**config.mk**
```make
export PLATFORM = sky130hd
export DESIGN_NAME = sub32_serial
export DESIGN_NICKNAME = d
export VERILOG_FILES = /design/src/rtl/sub32_serial_pkg.sv /design/src/rtl/cla_sub8.sv /design/src/rtl/sub32_serial.sv
export SDC_FILE = /design/constraint.sdc
export NUM_CORES = 1
export LEC_CHECK = 0
export ABC_AREA = 1
export CAP_MARGIN = 20
export CORE_MARGIN = 4
export CORE_UTILIZATION = 29
export CTS_BUF_LIST = sky130_fd_sc_hd__clkbuf_16
export DETAILED_ROUTE_END_ITERATION = 16
export PLACE_DENSITY = 0.56
export SYNTH_ARGS = -nofsm -noshare
export SYNTH_HDL_FRONTEND = slang
export SYNTH_HIERARCHICAL = 1
export SYNTH_SLANG_ARGS = --single-unit
```
**constraint.sdc**
```tcl
create_clock -name clk -period 5.2 [get_ports clk]
set_input_delay 1.3 -clock clk [delete_from_list [all_inputs] [get_ports clk]]
set_output_delay 1.3 -clock clk [all_outputs]
set_load 0.005 [all_outputs]
```
**src/rtl/sub32_serial_pkg.sv**
```systemverilog
// Shared definitions for the byte-serial subtractor: defaults, index width and FSM encoding.
package sub32_serial_pkg;

   localparam int WIDTH_DEF  = 32;
   localparam int SLICE_DEF  = 8;
   localparam int NSLICE_DEF = WIDTH_DEF / SLICE_DEF;
   localparam int IDX_W_DEF  = $clog2(NSLICE_DEF);

   typedef enum logic [1:0] {
      ST_IDLE = 2'd0,
      ST_BUSY = 2'd1,
      ST_DONE = 2'd2
   } state_e;

endpackage

```
**src/rtl/cla_sub8.sv**
```systemverilog
// Combinational carry-lookahead slice; the caller supplies the already inverted subtrahend.
module cla_sub8
   import sub32_serial_pkg::*;
#(
   parameter int W = SLICE_DEF
) (
   input  logic [W-1:0] a_i,
   input  logic [W-1:0] b_i,
   input  logic         cin_i,
   output logic [W-1:0] s_o,
   output logic         cout_o
);

   logic [W-1:0] g;
   logic [W-1:0] p;
   logic [W:0]   c;
   logic         acc;
   logic         prod;

   assign g = a_i & b_i;
   assign p = a_i | b_i;

   // Each carry is a flat sum of products: g[j] gated by the propagates above it.
   always_comb begin
      c    = '0;
      acc  = 1'b0;
      prod = 1'b1;
      c[0] = cin_i;
      for (int i = 0; i < W; i++) begin
         acc  = 1'b0;
         prod = 1'b1;
         for (int j = i; j >= 0; j--) begin
            acc  = acc | (g[j] & prod);
            prod = prod & p[j];
         end
         c[i+1] = acc | (prod & cin_i);
      end
   end

   assign s_o    = a_i ^ b_i ^ c[W-1:0];
   assign cout_o = c[W];

endmodule

```
**src/rtl/sub32_serial.sv**
```systemverilog
// Byte-serial a - b with RISC-V compare flags; one lookahead slice per cycle, valid/ready on both sides.
module sub32_serial
   import sub32_serial_pkg::*;
#(
   parameter int WIDTH = WIDTH_DEF,
   parameter int SLICE = SLICE_DEF
) (
   input  logic             clk,
   input  logic             rstn,
   input  logic             in_valid,
   output logic             in_ready,
   input  logic [WIDTH-1:0] a,
   input  logic [WIDTH-1:0] b,
   output logic             out_valid,
   input  logic             out_ready,
   output logic [WIDTH-1:0] diff,
   output logic             borrow,
   output logic             zero,
   output logic             ovf,
   output logic             lt_s,
   output state_e           dbg_state
);

   localparam int NSLICE = WIDTH / SLICE;
   localparam int IDX_W  = (NSLICE > 1) ? $clog2(NSLICE) : 1;

   // Handshake: a transfer happens on an edge where valid and ready are both high;
   // in_ready is high only in IDLE, out_valid only in DONE, and DONE holds until out_ready.
   state_e             state_q, state_d;
   logic [WIDTH-1:0]   a_q, a_d;
   logic [WIDTH-1:0]   nb_q, nb_d;
   logic [WIDTH-1:0]   diff_q, diff_d;
   logic               carry_q, carry_d;
   logic [IDX_W-1:0]   idx_q, idx_d;
   logic               borrow_q, borrow_d;
   logic               zero_q, zero_d;
   logic               ovf_q, ovf_d;
   logic               lt_s_q, lt_s_d;

   logic [SLICE-1:0]   slice_s;
   logic               slice_co;

   cla_sub8 #(.W(SLICE)) u_slice (
      .a_i    (a_q[int'(idx_q)*SLICE +: SLICE]),
      .b_i    (nb_q[int'(idx_q)*SLICE +: SLICE]),
      .cin_i  (carry_q),
      .s_o    (slice_s),
      .cout_o (slice_co)
   );

   always_ff @(posedge clk or negedge rstn) begin
      if (!rstn) begin
         state_q  <= ST_IDLE;
         a_q      <= '0;
         nb_q     <= '0;
         diff_q   <= '0;
         carry_q  <= 1'b0;
         idx_q    <= '0;
         borrow_q <= 1'b0;
         zero_q   <= 1'b0;
         ovf_q    <= 1'b0;
         lt_s_q   <= 1'b0;
      end else begin
         state_q  <= state_d;
         a_q      <= a_d;
         nb_q     <= nb_d;
         diff_q   <= diff_d;
         carry_q  <= carry_d;
         idx_q    <= idx_d;
         borrow_q <= borrow_d;
         zero_q   <= zero_d;
         ovf_q    <= ovf_d;
         lt_s_q   <= lt_s_d;
      end
   end

   always_comb begin
      state_d  = state_q;
      a_d      = a_q;
      nb_d     = nb_q;
      diff_d   = diff_q;
      carry_d  = carry_q;
      idx_d    = idx_q;
      borrow_d = borrow_q;
      zero_d   = zero_q;
      ovf_d    = ovf_q;
      lt_s_d   = lt_s_q;
      unique case (state_q)
         ST_IDLE: begin
            if (in_valid) begin
               a_d     = a;
               nb_d    = ~b;
               carry_d = 1'b1;
               idx_d   = '0;
               state_d = ST_BUSY;
            end
         end
         ST_BUSY: begin
            diff_d[int'(idx_q)*SLICE +: SLICE] = slice_s;
            carry_d = slice_co;
            idx_d   = idx_q + 1'b1;
            // Flags use diff_d so the slice written on this edge is included.
            if (idx_q == IDX_W'(NSLICE - 1)) begin
               state_d  = ST_DONE;
               borrow_d = ~slice_co;
               zero_d   = (diff_d == '0);
               ovf_d    = (a_q[WIDTH-1] == nb_q[WIDTH-1]) && (diff_d[WIDTH-1] != a_q[WIDTH-1]);
               lt_s_d   = diff_d[WIDTH-1] ^ ovf_d;
            end
         end
         ST_DONE: begin
            if (out_ready) state_d = ST_IDLE;
         end
         default: state_d = ST_IDLE;
      endcase
   end

   assign in_ready  = (state_q == ST_IDLE);
   assign out_valid = (state_q == ST_DONE);
   assign diff      = diff_q;
   assign borrow    = borrow_q;
   assign zero      = zero_q;
   assign ovf       = ovf_q;
   assign lt_s      = lt_s_q;
   assign dbg_state = state_q;

endmodule

```
---- Word-level counts from Yosys, hierarchy flattened ----
Cells that the tools add are included.
word-level totals
  register bits after elaboration ......... 105
  bits of input ports ..................... 68
  output and inout bits ................... 40
  word-level logic and storage cells ...... 148
cells by class
  add/sub/neg operators ................... 2
  eq/ne operators ......................... 8
  shift-type cells ........................ 4
  multiplexer cells ....................... 9
  bitwise logic cells ..................... 107
  reduce and logical (&&, ||, !) cells .... 8
operators with widths
  cell                                                    number
  bitwise AND 1 bit                                       64
  variable part select 32 x 6 -> 8 bit                    2
  OR 1 bit                                                36
  negator 5 -> 33 bit                                     1
  variable shift 8 x 33 -> 32 bit (first input constant)  1
  variable part select 8 x 33 -> 32 bit                   1
  bitwise mux 32 bit                                      1
  logical NOT 32 bit                                      1
  NOT 32 bit                                              1
  XOR 8 bit                                               2
  bitwise AND 8 bit                                       1
  2-to-1 mux 2 bit                                        4
  OR 8 bit                                                1
  one-hot mux 2 bit (3 select lines)                      1
  AND reduction 2 bit                                     3
  == test 2 bit (second input constant)                   2
  != test 2 bit (second input constant)                   2
  one-hot mux 2 bit (2 select lines)                      1
  AND reduction 3 bit                                     1
  adder 2 x 1 -> 2 bit (second input constant)            1
  == test 2 x 1 -> 1 bit (second input constant)          1
  logical NOT 2 bit                                       1
  != test 2 x 1 -> 1 bit (second input constant)          1
  one-hot mux 1 bit (2 select lines)                      1
  7 further kinds                                         7

---- Logic depth before layout (Yosys ltp) ----
  depth after elaboration ................. 16
  gate-level depth with buffers ........... 28
  gate-level depth less buffers ........... 25

---- By module ----
The synthesis kept the hierarchy.
modules (own cells, without submodules)
  module        instances  cells an instance  area each (um2)  sequential area each (um2)
  sub32_serial  1          608                5076.1           2627.5
  cla_sub8      1          91                 586.8            0.0

---- Least setup slack after synthesis ----
Ideal clock, no wire load.
  path kind ............................... reg2reg
  from .................................... register idx_q[0]
  to ...................................... register zero_q (netlist: zero)
  library setup time ...................... 65 ps
  arrival ................................. 2777 ps
  required time ........................... 5135 ps
  path slack .............................. 2358 ps
  stages on the path, launching flop included .. 25
  path buffers ............................ 3
  period minus slack after synthesis ...... 2842 ps
  path through ............................ dfrtp_1 buf_2 buf_6 clkbuf_1 o21ai_0 o22ai_1 inv_1 ha_1 inv_1 nand2_1 nand2_2 nand3_2 nand2_1 nand2_2 nand3_1 nand2_1 nand3_1 nor2_1 nor2_2 nand2_1 nor2_1 nand2_1 nor2_1 nand2_1 nand2_1
between the ends
  word-level cells in the longest chain between the ends .. 14
  elaborated cells between the ends (all ways) .. 90
  classes of those cells .................. 1 x add/sub; 1 x eq/ne; 4 x shift; 1 x mux; 81 x bitwise; 2 x reduce/logical
RTL lines
  element                                                         line                                    RTL
  start: declaration                                              sub32_serial.sv:34                      logic [IDX_W-1:0] idx_q, idx_d;
  start signal: assignment                                        sub32_serial.sv:69                      idx_q <= idx_d;
  variable part select 32 x 6 -> 8 bit, on equally long branches  sub32_serial.sv:44, sub32_serial.sv:45
  bitwise AND 8 bit or OR 8 bit (tied branches)                   cla_sub8.sv:20, cla_sub8.sv:21
  bitwise AND 1 bit, on equally long branches                     cla_sub8.sv:33, cla_sub8.sv:34
  OR 1 bit, or another cell as far along (5 in a row)             cla_sub8.sv:33                          acc = acc | (g[j] & prod);
  OR 1 bit or bitwise AND 1 bit (tied branches)                   cla_sub8.sv:33, cla_sub8.sv:36
  OR 1 bit                                                        cla_sub8.sv:36                          c[i+1] = acc | (prod & cin_i);
  XOR 8 bit (*)                                                   cla_sub8.sv:40                          assign s_o = a_i ^ b_i ^ c[W-1:0];
  named net slice_s[7]                                            sub32_serial.sv:40                      logic [SLICE-1:0] slice_s;
  variable part select 8 x 33 -> 32 bit (*)                       sub32_serial.sv:99                      diff_d[int'(idx_q)*SLICE +: SLICE] = slice_s;
  bitwise mux 32 bit (*)                                          sub32_serial.sv:99
  logical NOT 32 bit (*)                                          sub32_serial.sv:106                     zero_d = (diff_d == '0);
  end signal: assignment                                          sub32_serial.sv:71                      zero_q <= zero_d;
  end: declaration                                                sub32_serial.sv:36                      logic zero_q, zero_d;
The timed path passes the listed nets; every way through them passes the cells marked *.
A chain may end at the register's enable or synchronous reset.

---- Worst setup path after layout ----
  from .................................... register idx_q[1]
  to ...................................... register zero_q (netlist: zero)
between the ends
  elaborated cells between the ends (all ways) .. 90
  classes of those cells .................. 1 x add/sub; 1 x eq/ne; 4 x shift; 1 x mux; 81 x bitwise; 2 x reduce/logical
RTL lines
  element                                                         line
  variable part select 32 x 6 -> 8 bit, on equally long branches  sub32_serial.sv:44, sub32_serial.sv:45
  bitwise AND 8 bit or OR 8 bit (tied branches)                   cla_sub8.sv:20, cla_sub8.sv:21
  bitwise AND 1 bit, on equally long branches                     cla_sub8.sv:33, cla_sub8.sv:34
  OR 1 bit, or another cell as far along                          cla_sub8.sv:33
  OR 1 bit or bitwise AND 1 bit (tied branches)                   cla_sub8.sv:33, cla_sub8.sv:36
  OR 1 bit                                                        cla_sub8.sv:36
  XOR 8 bit (*)                                                   cla_sub8.sv:40
  named net slice_s[3]                                            sub32_serial.sv:40
  variable part select 8 x 33 -> 32 bit (*)                       sub32_serial.sv:99
  bitwise mux 32 bit (*)                                          sub32_serial.sv:99
  logical NOT 32 bit (*)                                          sub32_serial.sv:106
Marked as above.

==> impl_metrics.json <==
{
  "path_class": "reg2reg",
  "viasPerCell": 4.49,
  "clock_skew_ns": 0.0143,
  "post-cts-setup-buffers": 0,
  "instances_no_fill": 1055,
  "postSynthCellCount": 699,
  "antenna_left": 0,
  "r2r_slack_ns": 1.59,
  "cp.required_ns": 5.45,
  "yosysTopAreaCell": "dfrtp_1",
  "grt_usage": 0.139,
  "synth_area_um2": 5660,
  "vias": 4740,
  "synth_top_cells_by_count": "143 x nand2_1, 106 x nor2_1, 105 x dfrtp_1, 91 x o21ai_0, 69 x inv_1",
  "yosysMostFrequentCell": "nand2_1",
  "tns_ns": 0,
  "num_rows": 50,
  "seq_area_um2": 2630,
  "hold_viol": 0,
  "drive_above_1_share": 0.0767,
  "grt_max_degree": 99,
  "setup_viol": 0,
  "cts_hold_buf": 0,
  "grt_pass1_wl_um": 24200,
  "ios": 108,
  "slew_headroom": 0.341,
  "synth_sequential_area_ratio": 0.464,
  "first_pass_iters": 5,
  "p_leak_nw": 3.33,
  "fin_nets": 882,
  "cp_max_fo": 20,
  "drcViolationCount": 0,
  "multi_input_area_um2": 2590,
  "fp.dieH_um": 148,
  "grt_pass1_vias": 4636,
  "drv_cap": 0,
  "start_util": 0.299,
  "fmax_mhz": 277,
  "port-buffer-count": 107,
  "clockRootBuffer": "clkbuf_16",
  "clockBufferDepth": 2,
  "fin_crit_ns": 3.61,
  "cp-start-kind": "flop",
  "wl_per_cell_um": 13.9,
  "die_x_um": 148,
  "synth_top_area_share": 0.464,
  "rsz0062_at_grt": "false",
  "antenna_found_initial": 0,
  "numCtsBuffers": 9,
  "htree_levels": 3,
  "dp_cells": 1038,
  "core_area_um2": 19000,
  "area_delta_synth_final_pct": 28.1,
  "gp_congestion": 0.830,
  "finalMaxSlewViolations": 0,
  "worst_slack_ns": 1.59,
  "synth_enable_flop_cells": 0,
  "synth_area_leaders": "dfrtp_1 46%, nand2_1 9.5%, o21ai_0 8.0%, nor2_1 7.0%, ha_1 5.1%",
  "wl_um": 14700,
  "outcome": "finished clean",
  "dieArea_um2": 21800,
  "syn_area_per_cell_um2": 8.10,
  "grt_overflow": 0,
  "clock_latency_ns": 0.36,
  "finalPower_mw": 5.03,
  "tightest_slew_ns": 0.989,
  "n_fill_cell": 1940,
  "fin_crit_sh": 0.694,
  "synth_top_flop_cell": "dfrtp_1",
  "hpwl_um": 11000,
  "drtIter0Drc": 317,
  "final_util": 0.383,
  "diodes": 0,
  "powerDensity_nw_per_um2": 693,
  "cts.sinks": 105,
  "arrival_ns": 3.87,
  "dp_slack_ns": 1.56,
  "hold_path.class": "reg2reg",
  "ys_ff_latch": 105,
  "peakVddDrop_v": 0.000332,
  "syn-num-nets": 791,
  "cts.clk_slew.worst_paths_ns": 0.08,
  "synth_cell_types": 33,
  "endpoint_kind": "flop",
  "synth.yosys.warnings": 6,
  "async_flop_share": 1.00,
  "cts_tree": "yes",
  "cts-resized-gates": 0
}
final timing paths:
kind,from,end,cells after the start
min reg2reg,nb_q[21],nb_q[21],2
max reg2reg,idx_q[1],zero,20
min in group asynchronous,rstn,diff[25],1
max,idx_q[1],zero,20
max in group asynchronous,rstn,nb_q[9],3
min,nb_q[21],nb_q[21],2
where the power goes:
group | internal [mW] | switching [mW]
combinational | 1.12 | 1.79
sequential | 1.17 | 0.274
clock | 0.334 | 0.333
total | 2.63 | 2.40
cell type report:
class / instances / share of cell area
clock buffer: 9 / 0.0311
clock inverter: 7 / 0.00880
inverter: 82 / 0.0424
multi-input combinational: 482 / 0.357
sequential: 105 / 0.362
tap: 260 / 0.0449
timing repair buffer: 110 / 0.153
metrics by stage:
stage / area, um^2 / hold WS, ns
2_1_floorplan: 5660 / 0.448
3_3_place_gp: 6940 / 0.466
3_5_place_dp: 6940 / 0.469
4_1_cts: 7230 / 0.488
5_1_grt: 7250 / 0.501
6_report: 7250 / 0.484
sequential cells by signal (all words and copies together) (netlist names):
name,count
carry_q,1
diff,32
idx_q,2
borrow,1
lt_s,1
nb_q,32
ovf,1
zero,1
a_q,32
dbg_state,2
worst max-delay path: stages (launching register included):
cell     delay, ns
dfrtp_1       0.61
inv_1         0.56
o21ai_0       0.20
o22ai_1       0.40
inv_1         0.09
ha_1          0.19
inv_1         0.08
nand2_1       0.07
nand2_2       0.08
nand2_2       0.07
o21ai_2       0.12
xor2_1        0.31
nand3_1       0.20
nor2_1        0.16
nor2_1        0.06
nand2_1       0.05
nor2_1        0.05
nand2_1       0.05
nor2_1        0.04
nand2_1       0.06
nand2_1       0.04
metal layers:
layer / share of wire / GRT usage
met1: 0.49 / 0.194
met2: 0.46 / 0.216
met3: 0.043 / 0.0316
met4: 0.015 / 0.0387
met5: 0 / 0
cells in the final DEF, fill, tap and decap left out, types with 2 or more instances in the layout:
cell type          n
clkinv_1           2
inv_1             69
o22ai_1           17
ha_1              23
a21oi_1            3
buf_4              3
inv_6              2
dfrtp_1          105
nand3_1           26
mux2_2             8
xor2_1             4
o21ai_0           91
nand2_1          142
inv_2             12
nand2_2            8
nor2_2             7
mux2_1            24
nor2_1           106
clkbuf_16          9
clkinvlp_4         2
o21ai_1            9
nand3_2            3
clkdlybuf4s50_1  106
kinds of logic (layout without fill, tap and decap cells):
| family | count (synthesis) | in the layout | synth area share |
|---|---|---|---|
| xor gates and xnor gates | 5 | 5 | 0.00773 |
| AOI/OAI and AO/OA | 125 | 125 | 0.117 |
| muxes | 32 | 32 | 0.0636 |
| and+or+nand+nor | 296 | 296 | 0.214 |
| DFF | 105 | 105 | 0.464 |
| adders and majority gates | 24 | 24 | 0.0544 |
| buffers and inverters | 112 | 208 | 0.0795 |
Power figures use the tool's default switching activity.
